**src/rtl/cu_pkg.sv**
```systemverilog
// Shared definitions for the cpu_control_unit sequencer: opcodes, FSM states,
// instruction field positions and register-file geometry.
package cu_pkg;

  localparam int NUM_REGS = 4;
  localparam int REG_AW   = 2;
  localparam int OP_W     = 4;

  // Instruction layout: [15:12] opcode, [11:10] rd, [9:8] rs, [7:0] imm/addr
  localparam int OPC_MSB = 15;
  localparam int OPC_LSB = 12;
  localparam int RD_MSB  = 11;
  localparam int RD_LSB  = 10;
  localparam int RS_MSB  = 9;
  localparam int RS_LSB  = 8;
  localparam int IMM_MSB = 7;
  localparam int IMM_LSB = 0;

  localparam logic [OP_W-1:0] OP_NOP   = 4'h0;
  localparam logic [OP_W-1:0] OP_ADD   = 4'h1;
  localparam logic [OP_W-1:0] OP_SUB   = 4'h2;
  localparam logic [OP_W-1:0] OP_AND   = 4'h3;
  localparam logic [OP_W-1:0] OP_OR    = 4'h4;
  localparam logic [OP_W-1:0] OP_XOR   = 4'h5;
  localparam logic [OP_W-1:0] OP_CLR   = 4'h6;
  localparam logic [OP_W-1:0] OP_LOAD  = 4'h7;
  localparam logic [OP_W-1:0] OP_STORE = 4'h8;
  localparam logic [OP_W-1:0] OP_JMP   = 4'h9;
  localparam logic [OP_W-1:0] OP_JZ    = 4'hA;
  localparam logic [OP_W-1:0] OP_HALT  = 4'hF;

  typedef enum logic [2:0] {
    S_FETCH,
    S_DECODE,
    S_EXEC,
    S_MEM,
    S_HALT
  } state_t;

  function automatic logic is_alu_op(input logic [OP_W-1:0] op);
    return op inside {OP_ADD, OP_SUB, OP_AND, OP_OR, OP_XOR, OP_CLR};
  endfunction

endpackage

```
**src/rtl/cpu_control_unit_if.sv**
```systemverilog
// Shared instruction/data memory port: the control unit is the master,
// the memory (or its model) is the slave.
interface cpu_control_unit_if #(
  parameter int DATA_W = 16,
  parameter int ADDR_W = 8
) ();

  logic              mem_req;
  logic              mem_we;
  logic [ADDR_W-1:0] mem_addr;
  logic [DATA_W-1:0] mem_wdata;
  logic [DATA_W-1:0] mem_rdata;
  logic              mem_ack;

  modport master (
    output mem_req, mem_we, mem_addr, mem_wdata,
    input  mem_rdata, mem_ack
  );

  modport slave (
    input  mem_req, mem_we, mem_addr, mem_wdata,
    output mem_rdata, mem_ack
  );

endinterface

```
**src/rtl/cu_reg_file.sv**
```systemverilog
// Four-entry architectural register file: two combinational read ports,
// one synchronous write port, synchronous active-high reset.
module cu_reg_file
  import cu_pkg::*;
#(
  parameter int DATA_W = 16
) (
  input  logic              clk,
  input  logic              rst,
  input  logic              i_we,
  input  logic [REG_AW-1:0] i_waddr,
  input  logic [DATA_W-1:0] i_wdata,
  input  logic [REG_AW-1:0] i_raddr_a,
  input  logic [REG_AW-1:0] i_raddr_b,
  output logic [DATA_W-1:0] o_rdata_a,
  output logic [DATA_W-1:0] o_rdata_b
);

  logic [DATA_W-1:0] r_regs [NUM_REGS];

  // NOTE: this array is reset because the ISA defines R0-R3 = 0 after reset;
  // a large RAM-style array would normally be left unreset so it maps to RAM.
  always_ff @(posedge clk) begin
    if (rst) begin
      for (int i = 0; i < NUM_REGS; i++) r_regs[i] <= '0;
    end else if (i_we) begin
      r_regs[i_waddr] <= i_wdata;
    end
  end

  assign o_rdata_a = r_regs[i_raddr_a];
  assign o_rdata_b = r_regs[i_raddr_b];

endmodule

```
**src/rtl/cpu_control_unit.sv**
```systemverilog
// Fetch/decode/execute sequencer for the 16-bit Von Neumann CPU.
// Optional JZ branch with zero flag is built when CU_BRANCH_EN is defined.
module cpu_control_unit
  import cu_pkg::*;
#(
  parameter int                DATA_W   = 16,
  parameter int                ADDR_W   = 8,
  parameter logic [ADDR_W-1:0] RESET_PC = '0
) (
  input  logic                clk,
  input  logic                rst,
  cpu_control_unit_if.master  mem,
  output logic [DATA_W-1:0]   alu_a,
  output logic [DATA_W-1:0]   alu_b,
  output logic [OP_W-1:0]     alu_op,
  input  logic [DATA_W-1:0]   alu_result,
  output logic [ADDR_W-1:0]   pc,
  output logic                halted
);

  state_t            r_state;
  logic [ADDR_W-1:0] r_pc;
  logic [DATA_W-1:0] r_ir;
  logic              r_mem_req;
  logic              r_mem_we;
  logic [ADDR_W-1:0] r_mem_addr;
  logic [DATA_W-1:0] r_mem_wdata;
  logic              r_mem_done;
  logic [DATA_W-1:0] r_alu_a;
  logic [DATA_W-1:0] r_alu_b;
  logic [OP_W-1:0]   r_alu_op;
  logic              r_halted;
`ifdef CU_BRANCH_EN
  logic              r_z;
`endif

  logic [OP_W-1:0]   w_opcode;
  logic [REG_AW-1:0] w_rd;
  logic [REG_AW-1:0] w_rs;
  logic [ADDR_W-1:0] w_imm;
  logic [DATA_W-1:0] w_rd_data;
  logic [DATA_W-1:0] w_rs_data;
  logic              w_rf_we;
  logic [DATA_W-1:0] w_rf_wdata;
  logic              w_ack;

  assign w_opcode = r_ir[OPC_MSB:OPC_LSB];
  assign w_rd     = r_ir[RD_MSB:RD_LSB];
  assign w_rs     = r_ir[RS_MSB:RS_LSB];
  assign w_imm    = ADDR_W'(r_ir[IMM_MSB:IMM_LSB]);
  // An ack only counts while our own request is outstanding.
  assign w_ack    = r_mem_req & mem.mem_ack;

  // NOTE: every signal gets a default before the conditions so no latch is inferred.
  always_comb begin
    w_rf_we    = 1'b0;
    w_rf_wdata = alu_result;
    if (r_state == S_EXEC) begin
      w_rf_we = 1'b1;
    end else if (r_state == S_MEM && w_ack && w_opcode == OP_LOAD) begin
      w_rf_we    = 1'b1;
      w_rf_wdata = mem.mem_rdata;
    end
  end

  cu_reg_file #(.DATA_W(DATA_W)) u_reg_file (
    .clk       (clk),
    .rst       (rst),
    .i_we      (w_rf_we),
    .i_waddr   (w_rd),
    .i_wdata   (w_rf_wdata),
    .i_raddr_a (w_rd),
    .i_raddr_b (w_rs),
    .o_rdata_a (w_rd_data),
    .o_rdata_b (w_rs_data)
  );

  // NOTE: all state updates use non-blocking assignments so every register
  // samples pre-edge values regardless of statement order.
  always_ff @(posedge clk) begin
    if (rst) begin
      r_state     <= S_FETCH;
      r_pc        <= RESET_PC;
      r_ir        <= '0;
      r_mem_req   <= 1'b0;
      r_mem_we    <= 1'b0;
      r_mem_addr  <= '0;
      r_mem_wdata <= '0;
      r_mem_done  <= 1'b0;
      r_alu_a     <= '0;
      r_alu_b     <= '0;
      r_alu_op    <= '0;
      r_halted    <= 1'b0;
`ifdef CU_BRANCH_EN
      r_z         <= 1'b0;
`endif
    end else begin
      case (r_state)
        S_FETCH: begin
          // First cycle issues the request; the idle cycle before it separates transfers.
          if (!r_mem_req) begin
            r_mem_req  <= 1'b1;
            r_mem_we   <= 1'b0;
            r_mem_addr <= r_pc;
          end else if (mem.mem_ack) begin
            r_mem_req <= 1'b0;
            r_ir      <= mem.mem_rdata;
            r_pc      <= r_pc + ADDR_W'(1);
            r_state   <= S_DECODE;
          end
        end
        S_DECODE: begin
          if (is_alu_op(w_opcode)) begin
            r_alu_a  <= w_rd_data;
            r_alu_b  <= w_rs_data;
            r_alu_op <= w_opcode;
            r_state  <= S_EXEC;
          end else begin
            case (w_opcode)
              OP_LOAD, OP_STORE: r_state <= S_MEM;
              OP_JMP: begin
                r_pc    <= w_imm;
                r_state <= S_FETCH;
              end
`ifdef CU_BRANCH_EN
              OP_JZ: begin
                if (r_z) r_pc <= w_imm;
                r_state <= S_FETCH;
              end
`else
              OP_JZ:   r_state <= S_FETCH;
`endif
              OP_HALT: begin
                r_halted <= 1'b1;
                r_state  <= S_HALT;
              end
              OP_NOP:  r_state <= S_FETCH;
              default: r_state <= S_FETCH;
            endcase
          end
        end
        S_EXEC: begin
`ifdef CU_BRANCH_EN
          r_z <= (alu_result == '0);
`endif
          r_state <= S_FETCH;
        end
        S_MEM: begin
          // Setup cycle, request cycle(s) until ack, then one release cycle.
          if (r_mem_done) begin
            r_mem_done <= 1'b0;
            r_state    <= S_FETCH;
          end else if (!r_mem_req) begin
            r_mem_req   <= 1'b1;
            r_mem_we    <= (w_opcode == OP_STORE);
            r_mem_addr  <= w_imm;
            r_mem_wdata <= w_rs_data;
          end else if (mem.mem_ack) begin
            r_mem_req  <= 1'b0;
            r_mem_we   <= 1'b0;
            r_mem_done <= 1'b1;
`ifdef CU_BRANCH_EN
            if (w_opcode == OP_LOAD) r_z <= (mem.mem_rdata == '0);
`endif
          end
        end
        S_HALT: begin
          r_halted  <= 1'b1;
          r_mem_req <= 1'b0;
        end
        default: r_state <= S_FETCH;
      endcase
    end
  end

  assign mem.mem_req   = r_mem_req;
  assign mem.mem_we    = r_mem_we;
  assign mem.mem_addr  = r_mem_addr;
  assign mem.mem_wdata = r_mem_wdata;
  assign alu_a         = r_alu_a;
  assign alu_b         = r_alu_b;
  assign alu_op        = r_alu_op;
  assign pc            = r_pc;
  assign halted        = r_halted;

endmodule

```
**src/flat_wrapper.sv**
```systemverilog
// flat-port wrapper written by rule: the top's interface ports become plain ports
module cpu_control_unit_flat import cu_pkg::*;
#(
  parameter int                DATA_W   = 16,
  parameter int                ADDR_W   = 8,
  parameter logic [ADDR_W-1:0] RESET_PC = '0
)
  (clk, rst, alu_a, alu_b, alu_op, alu_result, pc, halted, mem_mem_req, mem_mem_we, mem_mem_addr, mem_mem_wdata, mem_mem_rdata, mem_mem_ack);
  cpu_control_unit_if #(.DATA_W(DATA_W), .ADDR_W(ADDR_W)) mem_i ();
  input  logic clk;
  input  logic rst;
  output logic [DATA_W-1:0] alu_a;
  output logic [DATA_W-1:0] alu_b;
  output logic [OP_W-1:0] alu_op;
  input  logic [DATA_W-1:0] alu_result;
  output logic [ADDR_W-1:0] pc;
  output logic halted;
  output wire logic [$bits(mem_i.mem_req)-1:0] mem_mem_req;
  output wire logic [$bits(mem_i.mem_we)-1:0] mem_mem_we;
  output wire logic [$bits(mem_i.mem_addr)-1:0] mem_mem_addr;
  output wire logic [$bits(mem_i.mem_wdata)-1:0] mem_mem_wdata;
  input wire logic [$bits(mem_i.mem_rdata)-1:0] mem_mem_rdata;
  input wire logic [$bits(mem_i.mem_ack)-1:0] mem_mem_ack;
  assign mem_mem_req = mem_i.mem_req;
  assign mem_mem_we = mem_i.mem_we;
  assign mem_mem_addr = mem_i.mem_addr;
  assign mem_mem_wdata = mem_i.mem_wdata;
  assign mem_i.mem_rdata = mem_mem_rdata;
  assign mem_i.mem_ack = mem_mem_ack;
  cpu_control_unit #(.DATA_W(DATA_W), .ADDR_W(ADDR_W), .RESET_PC(RESET_PC)) u_core (.clk(clk), .rst(rst), .mem(mem_i), .alu_a(alu_a), .alu_b(alu_b), .alu_op(alu_op), .alu_result(alu_result), .pc(pc), .halted(halted));
endmodule
```
**config.mk**
```make
export PLATFORM = sky130hd
export DESIGN_NAME = cpu_control_unit_flat
export DESIGN_NICKNAME = d
export VERILOG_FILES = /design/src/rtl/cu_pkg.sv /design/src/rtl/cpu_control_unit_if.sv /design/src/rtl/cu_reg_file.sv /design/src/rtl/cpu_control_unit.sv /design/src/flat_wrapper.sv
export SDC_FILE = /design/constraint.sdc
export NUM_CORES = 1
export LEC_CHECK = 0
export CELL_PAD_IN_SITES_DETAIL_PLACEMENT = 1
export CELL_PAD_IN_SITES_GLOBAL_PLACEMENT = 1
export CORE_MARGIN = 4
export CORE_UTILIZATION = 44
export CTS_BUF_LIST = sky130_fd_sc_hd__clkbuf_2
export CTS_CLUSTER_SIZE = 16
export DETAILED_ROUTE_END_ITERATION = 7
export PLACE_DENSITY_LB_ADDON = 0.1
export SYNTH_ARGS = -nofsm -noshare
export SYNTH_HDL_FRONTEND = slang
export SYNTH_SLANG_ARGS = --single-unit
```
**constraint.sdc**
```tcl
create_clock -name clk -period 2.69 [get_ports clk]
set_input_delay 0.269 -clock clk [delete_from_list [all_inputs] [get_ports clk]]
set_output_delay 0.269 -clock clk [all_outputs]
set_load 0.01 [all_outputs]
```
Word level (Yosys, flattened, before mapping)
Memories as Yosys holds them, arrays and structs flattened. A register that Yosys moved wholly into a read port is not among the register bits.
Index checks and enable logic that the tools add are counted.
Word-level totals
  memories: 1
  output and inout port bits: 71
  register bits after elaboration: 75
  logic and storage cells: 104
  memory bits (writable): 64
Memory list
  u_core.u_reg_file.r_regs: words 4, width 16, rd ports 2, clocked after memory_dff 2, wr ports 4, RTL line cu_reg_file.sv:19  | logic [DATA_W-1:0] r_regs [NUM_REGS];
Operators by class
  bitwise operators: 4
  equality and inequality tests: 24
  add/subtract/negate cells: 1
  reduce and logical (&&, ||, !) cells: 19
  multiplexer cells: 44
Operators with widths (count)
  2-to-1 mux 8 bit: 7
  2-to-1 mux 16 bit: 3
  case mux 8 bit (2 select lines): 2
  2-to-1 mux 1 bit: 20
  equality test 4 x 3 -> 1 bit (second input constant): 4
  OR reduction 16 bit: 1
  equality test 4 bit (second input constant): 3
  2-to-1 mux 3 bit: 4
  inequality test 2 bit (second input constant): 6
  case mux 3 bit (4 select lines): 1
  AND reduction 4 bit: 3
  AND reduction 3 bit: 3
  adder 8 x 1 -> 8 bit (second input constant): 1
  equality test 4 x 2 -> 1 bit (second input constant): 2
  equality test 3 x 2 -> 1 bit (second input constant): 2
  2-to-1 mux 2 bit: 3
  inequality test 2 x 1 -> 1 bit (second input constant): 3
  case mux 3 bit (2 select lines): 1
  nonzero test 2 bit: 3
  nonzero test 6 bit: 1
  AND reduction 5 bit: 1
  equality test 4 x 1 -> 1 bit (second input constant): 1
  case mux 1 bit (2 select lines): 2
  AND reduction 2 bit: 2
  other kinds (10): 13

Logic depth before layout (Yosys ltp)
Gate-level depths: netlist (run 1).
  depth in word-level cells: 10
  gate-level depth with buffers: 7
  depth with buffers taken out: 5

Hierarchy
From an unflattened synthesis (run 1), not the netlist that was laid out.
Second synthesis, totals
  cells, all modules: 629
  area, all modules: 7135.6 um^2
By module, submodules not included
  cpu_control_unit: area an instance 3906.2 um^2, cells an instance 447, instances 1
  cu_reg_file: area an instance 3229.3 um^2, cells an instance 182, instances 1

Least setup slack after synthesis (run 1)
OpenSTA, ideal clock, no wires.
  path kind: register to register
  from: reg u_core.r_mem_req (netlist: u_core.mem.mem_req)
  to: mem u_core.u_reg_file.r_regs[1][0] (enable)
  data required time: 2.318 ns
  path slack: 0.412 ns
  cell stages (with the launch flop): 7
  period minus slack after synthesis: 2.278 ns
  arrival: 1.906 ns
  path through: dfxtp_1 -> buf_2 -> nand3b_4 -> o31ai_4 -> nand4b_1 -> clkbuf_1 -> nand2_1
RTL lines
  start: declaration: RTL line cpu_control_unit.sv:24  | logic r_mem_req;
  start signal: assignment: RTL line cpu_control_unit.sv:85  | r_mem_req <= 1'b0;
  start signal: assignment: RTL line cpu_control_unit.sv:102  | r_mem_req <= 1'b1;
  start signal: assignment: RTL line cpu_control_unit.sv:106  | r_mem_req <= 1'b0;
  end: declaration: RTL line cu_reg_file.sv:19

==> results of run 1 <==
## kinds of logic (layout without fill, tap and decap cells)
group	count (synthesis)	count (layout)	synth area share, %
XOR/XNOR	1	1	0.126
adder cells (fa/ha/maj)	1	1	0.180
AO/OA/AOI/OAI	116	116	10.2
AND/OR/NAND/NOR	272	272	17.3
other	0	1	0
multiplexers	56	56	13.9
flip-flops	157	157	54.6
buffers and inverters	53	167	3.72
## Yosys cell counts, types with 2 or more instances
library cell and count:
a211oi_1 11, a21oi_1 75, a311oi_1 2, a31oi_1 2, and2_1 5, and3_1 3, buf_1 2, buf_2 11
buf_4 4, buf_6 4, clkbuf_1 29, dfxtp_1 93, edfxtp_1 64, inv_1 3, mux2i_1 24, mux4_2 32
nand2_1 145, nand2b_1 2, nand3_1 5, nand3b_1 2, nand4_1 2, nand4b_1 3, nor2_1 81, nor3_1 7
nor3b_1 2, nor4_1 2, o21ai_0 10, o221ai_1 2
## worst max-delay path by stage
stage	startpoint	to	slack [ns]
final	u_core.r_ir[13]	u_core.u_reg_file.r_regs[2][6]	0.29
after global routing	u_core.r_ir[13]	u_core.u_reg_file.r_regs[1][8]	0.19
after CTS	u_core.r_ir[13]	u_core.u_reg_file.r_regs[2][6]	0.37
after detailed placement	mem_mem_ack	u_core.u_reg_file.r_regs[2][6]	0.29
after global placement	mem_mem_ack	u_core.u_reg_file.r_regs[0][8]	0.43
after floorplan	u_core.mem.mem_req	u_core.u_reg_file.r_regs[1][0]	0.41
## worst max-delay path, stage by stage (launching register included)
cell	delay, ns
dfxtp_1	0.66
nand4b_2	0.30
nor3_4	0.29
buf_12	0.21
mux2i_1	0.54
nor2_1	0.15
## stage by stage
step	setup WS [ns]	utilization, %
after floorplan	0.412	-
after global placement	0.426	53.6
after detailed placement	0.288	53.6
after CTS	0.366	55.5
after global routing	0.187	55.5
final	0.291	55.5
## cell type report
type                    count  area share (%)
multi-input cells         446            34.0
well taps                 211            3.10
diodes                      1          0.0294
inverters                   3           0.132
clock buffers              20            1.18
flip-flops and latches    157            44.5
clock inverters            12            2.25
repair buffers            132            14.9
## report_power, final
part | internal [mW] | total, mW | switching [mW] | leakage (nW)
sequential | 2.55 | 2.62 | 0.0732 | 1.41
clock | 0.714 | 1.54 | 0.831 | 0.183
combinational | 0.225 | 0.488 | 0.264 | 1.34
## sequential cells by signal, indices dropped and copies added, names as in the netlist, named ones only
signal and flops:
u_core.mem.mem_req 1, u_core.pc 8, u_core.u_reg_file.r_regs 64, u_core.r_mem_done 1
u_core.mem.mem_wdata 16, u_core.halted 1, u_core.mem.mem_we 1, u_core.r_ir 16
u_core.alu_b 16, u_core.r_state 3, u_core.alu_a 16, u_core.alu_op 4
u_core.mem.mem_addr 8
## routing by layer
metal	track usage [%]	up-vias	part of all wire [%]
met5	0	-	0
met4	6.91	0	1.3
met3	5.32	22	5.3
met2	38.1	156	49
met1	30.3	2726	45
li1	-	2536	-
==> results by group, run 1 <==
Status
  • Status: finished, final reports clean

Worst setup path
  • CP required: 3.17 ns
  • R2R setup slack: 0.29 ns
  • Critical path type: flop to flop
  • Worst Setup End Kind: flop
  • Reg2reg start: u_core.r_ir[13]
  • R2r worst-path depth: 5
  • Startpoint types: flop
  • Crit path max fanout: 16
  • R2R Path End: u_core.u_reg_file.r_regs[2][6]
  • Worst path arrival time: 2.88 ns

Synth
  • Synth warn: 0
  • Library cells used by synthesis: 57
  • Async SR Flop Fraction: 0%
  • Cell taking the most area after synthesis: edfxtp_1
  • Top cells by area, synth: edfxtp_1, dfxtp_1, mux4_2
  • Post-synthesis cell count: 656
  • Area share of the largest cell type after synthesis: 27.7%
  • Register area share after synthesis: 54.6%
  • Synthesized Nets: 692
  • Mapped cell area: 0.00693 mm²
  • Mean Syn Cell Area: 10.6 µm²
  • FF+latch count, synth: 157
  • EDFF count, synth: 64
  • Top FF cell, synth: dfxtp_1

Timing
  • Final Hold Fails: 0
  • Clock period minus worst slack: 2.40 ns
  • Normalized max-slew margin: 28.5%
  • Post-route setup TNS: 0 ns
  • Clk_skew: 0.0349 ns
  • Worst-margin pin slew: 1.07 ns
  • Final period utilization: 89.2%
  • Pins Over Slew Limit: 0
  • Final setup violation count: 0
  • Hold_ws: 0.0832 ns
  • Fmax: 417 MHz
  • Unrepaired setup endpoints after global routing: false

Global route
  • Initial antenna violation count: 1
  • Number of global-route vias before repair: 5,729
  • Grt total ovfl: 0
  • Largest net degree at the start of global routing: 55
  • First-pass GRT wire length: 31,500 µm
  • Total Routing Usage GR: 23.0%

Detailed routing
  • TritonRoute pass-1 iters: 5
  • Wire length per cell: 20.4 µm
  • Drt drc: 0
  • Vias post-DR: 5,440
  • DRT Wirelength: 20,000 µm
  • Post-route ant nets: 0
  • DR vias/cell: 5.54
  • Iter 0 DRT Violations: 302

Die
  • IO Pins: 106
  • Die width: 134 µm
  • Core area: 0.0153 mm²
  • FP Rows: 45
  • Die height: 134 µm
  • DIE AREA: 0.0178 mm²
  • Initial Util: 45.3%

CTS
  • CTS resizes: 0
  • Clock transition at path regs: 0.24 ns
  • CTS tree: done
  • CTS Hold Buffers Added: 1
  • Clock tree buffer depth: 2
  • Clock tree sinks: 157
  • H-tree levels: 4
  • Postcts setup bufs: 0
  • Clock root buffer: clkbuf_2
  • CTS Buf Count: 17
  • Worst-skew pair later-pin latency: 0.75 ns

Placement
  • PortBufs: 105
  • Inst Count DP: 948
  • Placed Area: 0.00820 mm²
  • RePlAce Congestion: 0.780
  • Final HPWL DP: 14,500 µm

Cells and area
  • # fillers: 1,678
  • FF+latch area: 0.00378 mm²
  • Nets: 793
  • Commonest cells after routing, fill and taps aside: nand2_1, clkdlybuf4s50_1, dfxtp_1, nor2_1, a21oi_1
  • Area Growth Syn to Fin: 22.7%
  • Share of cells above drive strength 1: 13.1%
  • Design area: 0.00851 mm²
  • Non-filler cells, final: 982
  • Multi-input gate area: 0.00289 mm²
  • Commonest non-fill, non-tap cell in the layout: nand2_1

Hold path
  • Worst Hold End: u_core.r_ir[2]
  • Hold Path Stages: 3
  • Worst hold path class: input pin to flop
  • Hold Crit Start: mem_mem_rdata[2]

Pwr
  • Max VDD drop: 0.332 mV
  • Leak pwr: 2.94 nW
  • P per Cell Area: 547 mW/mm²
  • Final Power: 4.66 mW

Run
  • Max-cap check violation count: 0
No activity file was read; power rests on OpenSTA's default activity.
==> run 2: changes to the inputs <==
--- a/config.mk
+++ b/config.mk
@@ -8,11 +8,12 @@
 export CELL_PAD_IN_SITES_DETAIL_PLACEMENT = 1
 export CELL_PAD_IN_SITES_GLOBAL_PLACEMENT = 1
 export CORE_MARGIN = 4
-export CORE_UTILIZATION = 44
-export CTS_BUF_LIST = sky130_fd_sc_hd__clkbuf_2
+export CORE_UTILIZATION = 45
+export CTS_BUF_LIST = sky130_fd_sc_hd__clkbuf_8 sky130_fd_sc_hd__clkbuf_16
 export CTS_CLUSTER_SIZE = 16
 export DETAILED_ROUTE_END_ITERATION = 7
 export PLACE_DENSITY_LB_ADDON = 0.1
+export SETUP_SLACK_MARGIN = 0.02
 export SYNTH_ARGS = -nofsm -noshare
 export SYNTH_HDL_FRONTEND = slang
 export SYNTH_SLANG_ARGS = --single-unit
==> constraint.sdc (replaced) <==
create_clock -name clk -period 2.9 [get_ports clk]
set_input_delay 0.29 -clock clk [delete_from_list [all_inputs] [get_ports clk]]
set_output_delay 0.29 -clock clk [all_outputs]
set_load 0.01 [all_outputs]
==> run 2 against run 1 <==
Effect of this change:
- flip-flop and latch count did not move
- highest routed layer unchanged
- non-clock buffer count fell by 4
- clock skew fell by 0.026 ns
- critical path depth did not move
- combinational power fell by 4.9%
- largest power group unchanged
==> results by group, run 2 (synthesis results as in run 1) <==
CTS
  • CTS tree: done (unchanged)
  • Worst-skew pair later-pin latency: 0.43 ns (was 0.75 ns)
  • Clock root buffer: clkbuf_16 (was clkbuf_2)
  • Clock tree buffer depth: 2 (unchanged)
  • CTS Hold Buffers Added: 0 (was 1)
  • Postcts setup bufs: 0 (unchanged)
  • Clock tree sinks: 157 (unchanged)
  • Clock transition at path regs: 0.06 ns (was 0.24 ns)
  • CTS Buf Count: 17 (unchanged)
  • H-tree levels: 4 (unchanged)
  • CTS resizes: 0 (unchanged)

Worst setup path
  • Critical path type: flop to flop (unchanged)
  • CP bufs+invs: 1 (unchanged)
  • Worst path slowest cell: or3b_4 (was dfxtp_1)
  • Crit path max fanout: 35 (was 16)
  • Worst Setup End Kind: flop (unchanged)
  • Startpoint types: flop (unchanged)
  • Slowest stage delay, CP: 0.53 ns (was 0.66 ns)
  • CP startpoint: u_core.r_state[0] (was u_core.r_ir[13])
  • Worst path arrival time: 2.45 ns (was 2.88 ns)
  • Reg2reg start: u_core.r_state[0] (was u_core.r_ir[13])
  • Family with the most delay on the worst path: simple AND/OR/NAND/NOR gates (unchanged)
  • CP required: 3.16 ns (was 3.17 ns)
  • CP Cell Sequence: or3b_4 > or4_1 > buf_4 > nand2_1 > a21oi_1 (was nand4b_2 > nor3_4 > buf_12 > mux2i_1 > nor2_1)

Global route
  • Initial antenna violation count: 0 (was 1)
  • First-pass GRT wire length: 32,500 µm (was 31,500 µm)
  • Grt total ovfl: 0 (unchanged)
  • Number of global-route vias before repair: 5,833 (was 5,729)
  • Largest net degree at the start of global routing: 88 (was 55)
  • Total Routing Usage GR: 23.8% (was 23.0%)

Hold path
  • Hold Crit Start: u_core.mem.mem_wdata[11] (was mem_mem_rdata[2])
  • Worst hold path class: flop to flop (was input pin to flop)

Detailed routing
  • Post-route ant nets: 0 (unchanged)
  • DR vias/cell: 5.73 (was 5.54)
  • Vias post-DR: 5,464 (was 5,440)
  • Iter 0 DRT Violations: 414 (was 302)
  • TritonRoute pass-1 iters: 6 (was 5)
  • Wire length per cell: 21.3 µm (was 20.4 µm)
  • DRT Wirelength: 20,300 µm (was 20,000 µm)
  • Drt drc: 0 (unchanged)

Die
  • Die height: 132 µm (was 134 µm)
  • DIE AREA: 0.0175 mm² (was 0.0178 mm²)
  • Initial Util: 45.8% (was 45.3%)
  • FP Rows: 45 (unchanged)
  • IO Pins: 106 (unchanged)
  • Die width: 132 µm (was 134 µm)
  • Core area: 0.0151 mm² (was 0.0153 mm²)

Pwr
  • Max VDD drop: 0.429 mV (was 0.332 mV)
  • Leak pwr: 3.07 nW (was 2.94 nW)
  • P per Cell Area: 602 mW/mm² (was 547 mW/mm²)
  • Final Power: 5.29 mW (was 4.66 mW)

Placement
  • Placed Area: 0.00814 mm² (was 0.00820 mm²)
  • PortBufs: 105 (unchanged)
  • Final HPWL DP: 13,900 µm (was 14,500 µm)
  • RePlAce Congestion: 0.764 (was 0.780)

Timing
  • Final setup violation count: 0 (unchanged)
  • Clock period minus worst slack: 2.19 ns (was 2.40 ns)
  • Fmax: 457 MHz (was 417 MHz)
  • Pins Over Slew Limit: 0 (unchanged)
  • Unrepaired setup endpoints after global routing: false (unchanged)
  • Final period utilization: 75.4% (was 89.2%)
  • Normalized max-slew margin: 31.3% (was 28.5%)
  • Worst-margin pin slew: 1.03 ns (was 1.07 ns)
  • Clk_skew: 0.00897 ns (was 0.0349 ns)
  • Post-route setup TNS: 0 ns (unchanged)
  • Final Hold Fails: 0 (unchanged)

Cells and area
  • Commonest non-fill, non-tap cell in the layout: nand2_1 (unchanged)
  • # diodes: 0 (was 1)
  • Commonest cells after routing, fill and taps aside: nand2_1, clkdlybuf4s50_1, dfxtp_1, nor2_1, a21oi_1 (unchanged)
  • Design area: 0.00879 mm² (was 0.00851 mm²)
  • Area Growth Syn to Fin: 26.9% (was 22.7%)
  • Share of cells above drive strength 1: 12.7% (was 13.1%)
  • Nets: 789 (was 793)
  • Max reg flops: 64 (unchanged)
  • Biggest register: u_core.u_reg_file.r_regs (unchanged)

Run
  • Max-cap check violation count: 0 (unchanged)

Status
  • Status: finished, final reports clean (unchanged)
run 2: changes by cell type in the layout (fill, tap and decap cells not counted):
cell	change
buf_12	-1
buf_4	-2
bufinv_16	-4
clkbuf_16	+22
clkbuf_2	-20
clkbuf_8	+3
clkinv_2	+1
diode_2	-1
dlygate4sd3_1	-1
inv_1	+1
inv_2	-1
inv_4	-2
run 2: final cells by class:
class / instances / area [µm²]
Sequential cell: 157 / 3780
Clock inverter: 7 / 63.8
Tap cell: 188 / 235
Fill cell: 1607 / 6350
Multi-Input combinational cell: 446 / 2890
Timing Repair Buffer: 128 / 1220
Inverter: 3 / 11.3
Clock buffer: 25 / 592
run 2: report_power, final:
group | switching (mW) | total [mW] | leakage [nW] | internal (mW)
Combinational | 0.259 | 0.464 | 1.32 | 0.206
Clock | 0.902 | 2.41 | 0.332 | 1.50
Sequential | 0.0602 | 2.42 | 1.41 | 2.36
Total | 1.22 | 5.29 | 3.07 | 4.07
run 2: per-stage QoR:
stage          worst slack (ns)  util [%]  std cells  hold WS (ns)
3_5_place_dp              0.492      53.7        922         0.448
4_1_cts                   0.716      58.1        954         0.437
3_3_place_gp              0.548      53.7        922         0.437
6_report                  0.712      58.1        954         0.453
5_1_grt                   0.564      58.1        954         0.466
2_1_floorplan             0.622         -        656         0.399
run 2: layer usage:
metal  vias to the layer above  global-route usage [%]  share of wire (%)
li1                       2522                       -                  -
met1                      2729                    31.5                 44
met2                       190                    39.1                 49
met3                        23                    5.53                6.1
met4                         0                    7.06                1.3
met5                         -                       0                  0
run 2: worst paths after layout:
path | endpoint | slack [ns] | cells after the start
max | u_core.alu_op[0] | 0.71 | 5
min | u_core.mem.mem_wdata[11] | 0.45 | 2
min reg2reg | u_core.mem.mem_wdata[11] | 0.45 | 2
max reg2reg | u_core.alu_op[0] | 0.71 | 5
run 2: worst register-to-register path, stage by stage (launching register included):
cell and delay, ns:
dfxtp_1 0.50, or3b_4 0.53, or4_1 0.51, buf_4 0.27, nand2_1 0.13, a21oi_1 0.08
==> run 3: changes to the inputs <==
--- a/config.mk
+++ b/config.mk
@@ -8,7 +8,7 @@
 export CELL_PAD_IN_SITES_DETAIL_PLACEMENT = 1
 export CELL_PAD_IN_SITES_GLOBAL_PLACEMENT = 1
 export CORE_MARGIN = 4
-export CORE_UTILIZATION = 45
+export CORE_UTILIZATION = 38
 export CTS_BUF_LIST = sky130_fd_sc_hd__clkbuf_8 sky130_fd_sc_hd__clkbuf_16
 export CTS_CLUSTER_SIZE = 16
 export DETAILED_ROUTE_END_ITERATION = 7
==> constraint.sdc (replaced) <==
create_clock -name clk -period 1.8 [get_ports clk]
set_input_delay 0.18 -clock clk [delete_from_list [all_inputs] [get_ports clk]]
set_output_delay 0.18 -clock clk [all_outputs]
set_load 0.01 [all_outputs]
==> run 3 against run 2 <==
Effect of this change:
- the flow now finishes with violations (setup timing)
- routed wire length grew 11%
- power grew 59%
- cell count grew 11%
- worst hold slack lost 0.37 ns
- combinational power grew 110%
- clock-buffer cell count shrank 4
- worst setup slack lost 0.76 ns
- clock skew grew 0.0015 ns
- sequential share of layout area shrank 4.8 points
- maximum frequency grew 18%
- utilization shrank 2.7 points
- global-route usage shrank 1.8 points
- highest routed layer unchanged
==> results by group, run 3 (synthesis results as in run 1) <==
CTS
  • Clock transition at path regs: 0.06 ns (about the same)
  • Clock tree sinks: 157 (unchanged)
  • CTS Buf Count: 17 (unchanged)
  • Worst-skew pair later-pin latency: 0.43 ns (about the same)
  • CTS Hold Buffers Added: 0 (unchanged)
  • Clock tree buffer depth: 2 (unchanged)
  • CTS tree: done (unchanged)
  • H-tree levels: 4 (unchanged)
  • Clock root buffer: clkbuf_16 (unchanged)

Global route
  • Number of global-route vias before repair: 6,020 (was 5,833)
  • Initial antenna violation count: 0 (unchanged)
  • First-pass GRT wire length: 34,200 µm (was 32,500 µm)
  • Largest net degree at the start of global routing: 36 (was 88)
  • Total Routing Usage GR: 22.0% (was 23.8%)
  • Grt total ovfl: 0 (unchanged)

Worst setup path
  • Startpoint types: flop (unchanged)
  • Critical path type: flop to flop (unchanged)
  • CP required: 2.10 ns (was 3.16 ns)
  • Worst Setup End Kind: flop (unchanged)
  • Worst path arrival time: 2.14 ns (was 2.45 ns)
  • Crit path max fanout: 18 (was 35)

Detailed routing
  • Vias post-DR: 5,723 (was 5,464)
  • TritonRoute pass-1 iters: 4 (was 6)
  • DR vias/cell: 5.40 (was 5.73)
  • Post-route ant nets: 0 (unchanged)
  • DRT Wirelength: 22,500 µm (was 20,300 µm)
  • Drt drc: 0 (unchanged)
  • Wire length per cell: 21.3 µm (about the same)
  • Iter 0 DRT Violations: 261 (was 414)

Cells and area
  • Commonest non-fill, non-tap cell in the layout: nand2_1 (unchanged)
  • Biggest register: u_core.u_reg_file.r_regs (unchanged)
  • Fin util: 55.4% (was 58.1%)
  • # diodes: 0 (unchanged)
  • Area Growth Syn to Fin: 43.5% (was 26.9%)
  • Commonest cells after routing, fill and taps aside: nand2_1, clkdlybuf4s50_1, dfxtp_1, a21oi_1, edfxtp_1 (was nand2_1, clkdlybuf4s50_1, dfxtp_1, nor2_1, a21oi_1)
  • Share of cells above drive strength 1: 27.9% (was 12.7%)
  • Max reg flops: 64 (unchanged)
  • Nets: 854 (was 789)

Die
  • Core area: 0.0180 mm² (was 0.0151 mm²)
  • Initial Util: 38.6% (was 45.8%)
  • IO Pins: 106 (unchanged)
  • FP Rows: 49 (was 45)
  • Die width: 143 µm (was 132 µm)
  • Die height: 143 µm (was 132 µm)
  • DIE AREA: 0.0205 mm² (was 0.0175 mm²)

Timing
  • Fmax: 542 MHz (was 457 MHz)
  • Clock period minus worst slack: 1.85 ns (was 2.19 ns)
  • Pins Over Slew Limit: 0 (unchanged)
  • Final Hold Fails: 0 (unchanged)
  • Post-route setup TNS: -0.515 ns (was 0 ns)
  • Final setup violation count: 34 (was 0)
  • Worst-margin pin slew: 0.501 ns (was 1.03 ns)
  • Unrepaired setup endpoints after global routing: true (was false)
  • Clk_skew: 0.0104 ns (was 0.00897 ns)
  • Post-route setup slack: -0.0464 ns (was 0.712 ns)
  • Final period utilization: 103% (was 75.4%)
  • Normalized max-slew margin: 66.6% (was 31.3%)

Run
  • Max-cap check violation count: 0 (unchanged)

Placement
  • Final HPWL DP: 15,100 µm (was 13,900 µm)
  • PortBufs: 105 (unchanged)
  • RePlAce Congestion: 0.809 (was 0.764)

Pwr
  • P per Cell Area: 844 mW/mm² (was 602 mW/mm²)
  • Leak pwr: 3.53 nW (was 3.07 nW)
  • Max VDD drop: 0.823 mV (was 0.429 mV)

Status
  • Status: finished, violations left (was finished, final reports clean)
  • Violated checks: setup timing

Hold path
  • Worst hold path class: input pin to flop (was flop to flop)
-- run 3: cell count changes in the layout (fill, tap and decap cells not counted), moves of 11 or more --
cell,change
buf_12,+12
buf_4,+32
buf_6,+16
nand2_1,-15
nand2_4,+11
nor2_1,-22
nor2_2,+19
-- run 3: area by class of cell --
cell class,count,area [µm²]
Clock buffer,21,492
Clock inverter,11,87.6
Fill cell,1901,8020
Tap cell,229,287
Timing Repair Buffer,192,1980
Sequential cell,157,3800
Multi-Input combinational cell,447,3280
Inverter,3,11.3
-- run 3: worst paths after layout --
kind / start / end / slack, ns / cells past startpoint
worst max-delay path: u_core.r_state[1] / u_core.alu_b[0] / -0.05 / 5
worst min-delay path: rst / u_core.r_ir[13] / 0.09 / 2
worst max register to register: u_core.r_state[1] / u_core.alu_b[0] / -0.05 / 5
worst min register to register: u_core.halted / u_core.halted / 0.45 / 2
-- run 3: power breakdown --
group          switching [mW]  internal (mW)
combinational           0.502          0.466
sequential             0.0827           3.81
clock                    1.46           2.08
total                    2.04           6.35
-- run 3: critical path: stages (launching register included) --
cell and delay, ns:
dfxtp_4 0.37, or3b_4 0.41, or4_4 0.58, buf_12 0.19, nand2_1 0.09, a21oi_1 0.07
-- run 3: per-layer routing --
layer  vias to the layer above  track usage, %  routed length [µm]
li1                       2673               -                   -
met1                      2864            29.6                9960
met2                       153            36.3               11100
met3                        33            4.09                 967
met4                         0            6.75                 468
met5                         -               0                   0
-- run 3: stage by stage --
step	area (µm²)	setup WS [ns]	instances	hold slack, ns	total power, mW
after global placement	8790	-0.326	1012	0.439	4.82
after floorplan	7060	-0.111	656	0.284	4.39
after global routing	9950	-0.105	1060	0.0939	8.68
after detailed placement	8790	-0.343	1012	0.444	4.86
after CTS	9610	-0.0647	1051	0.0730	8.40
final	9950	-0.0464	1060	0.0878	8.39
-- run 3: timing repair --
item,CTS,global route
gates cloned,3,3
endpoints found under the setup margin,162,144
pin swaps,28,19
resized for setup,41,64
endpoints found under the hold margin,0,0
setup buffers,4,6
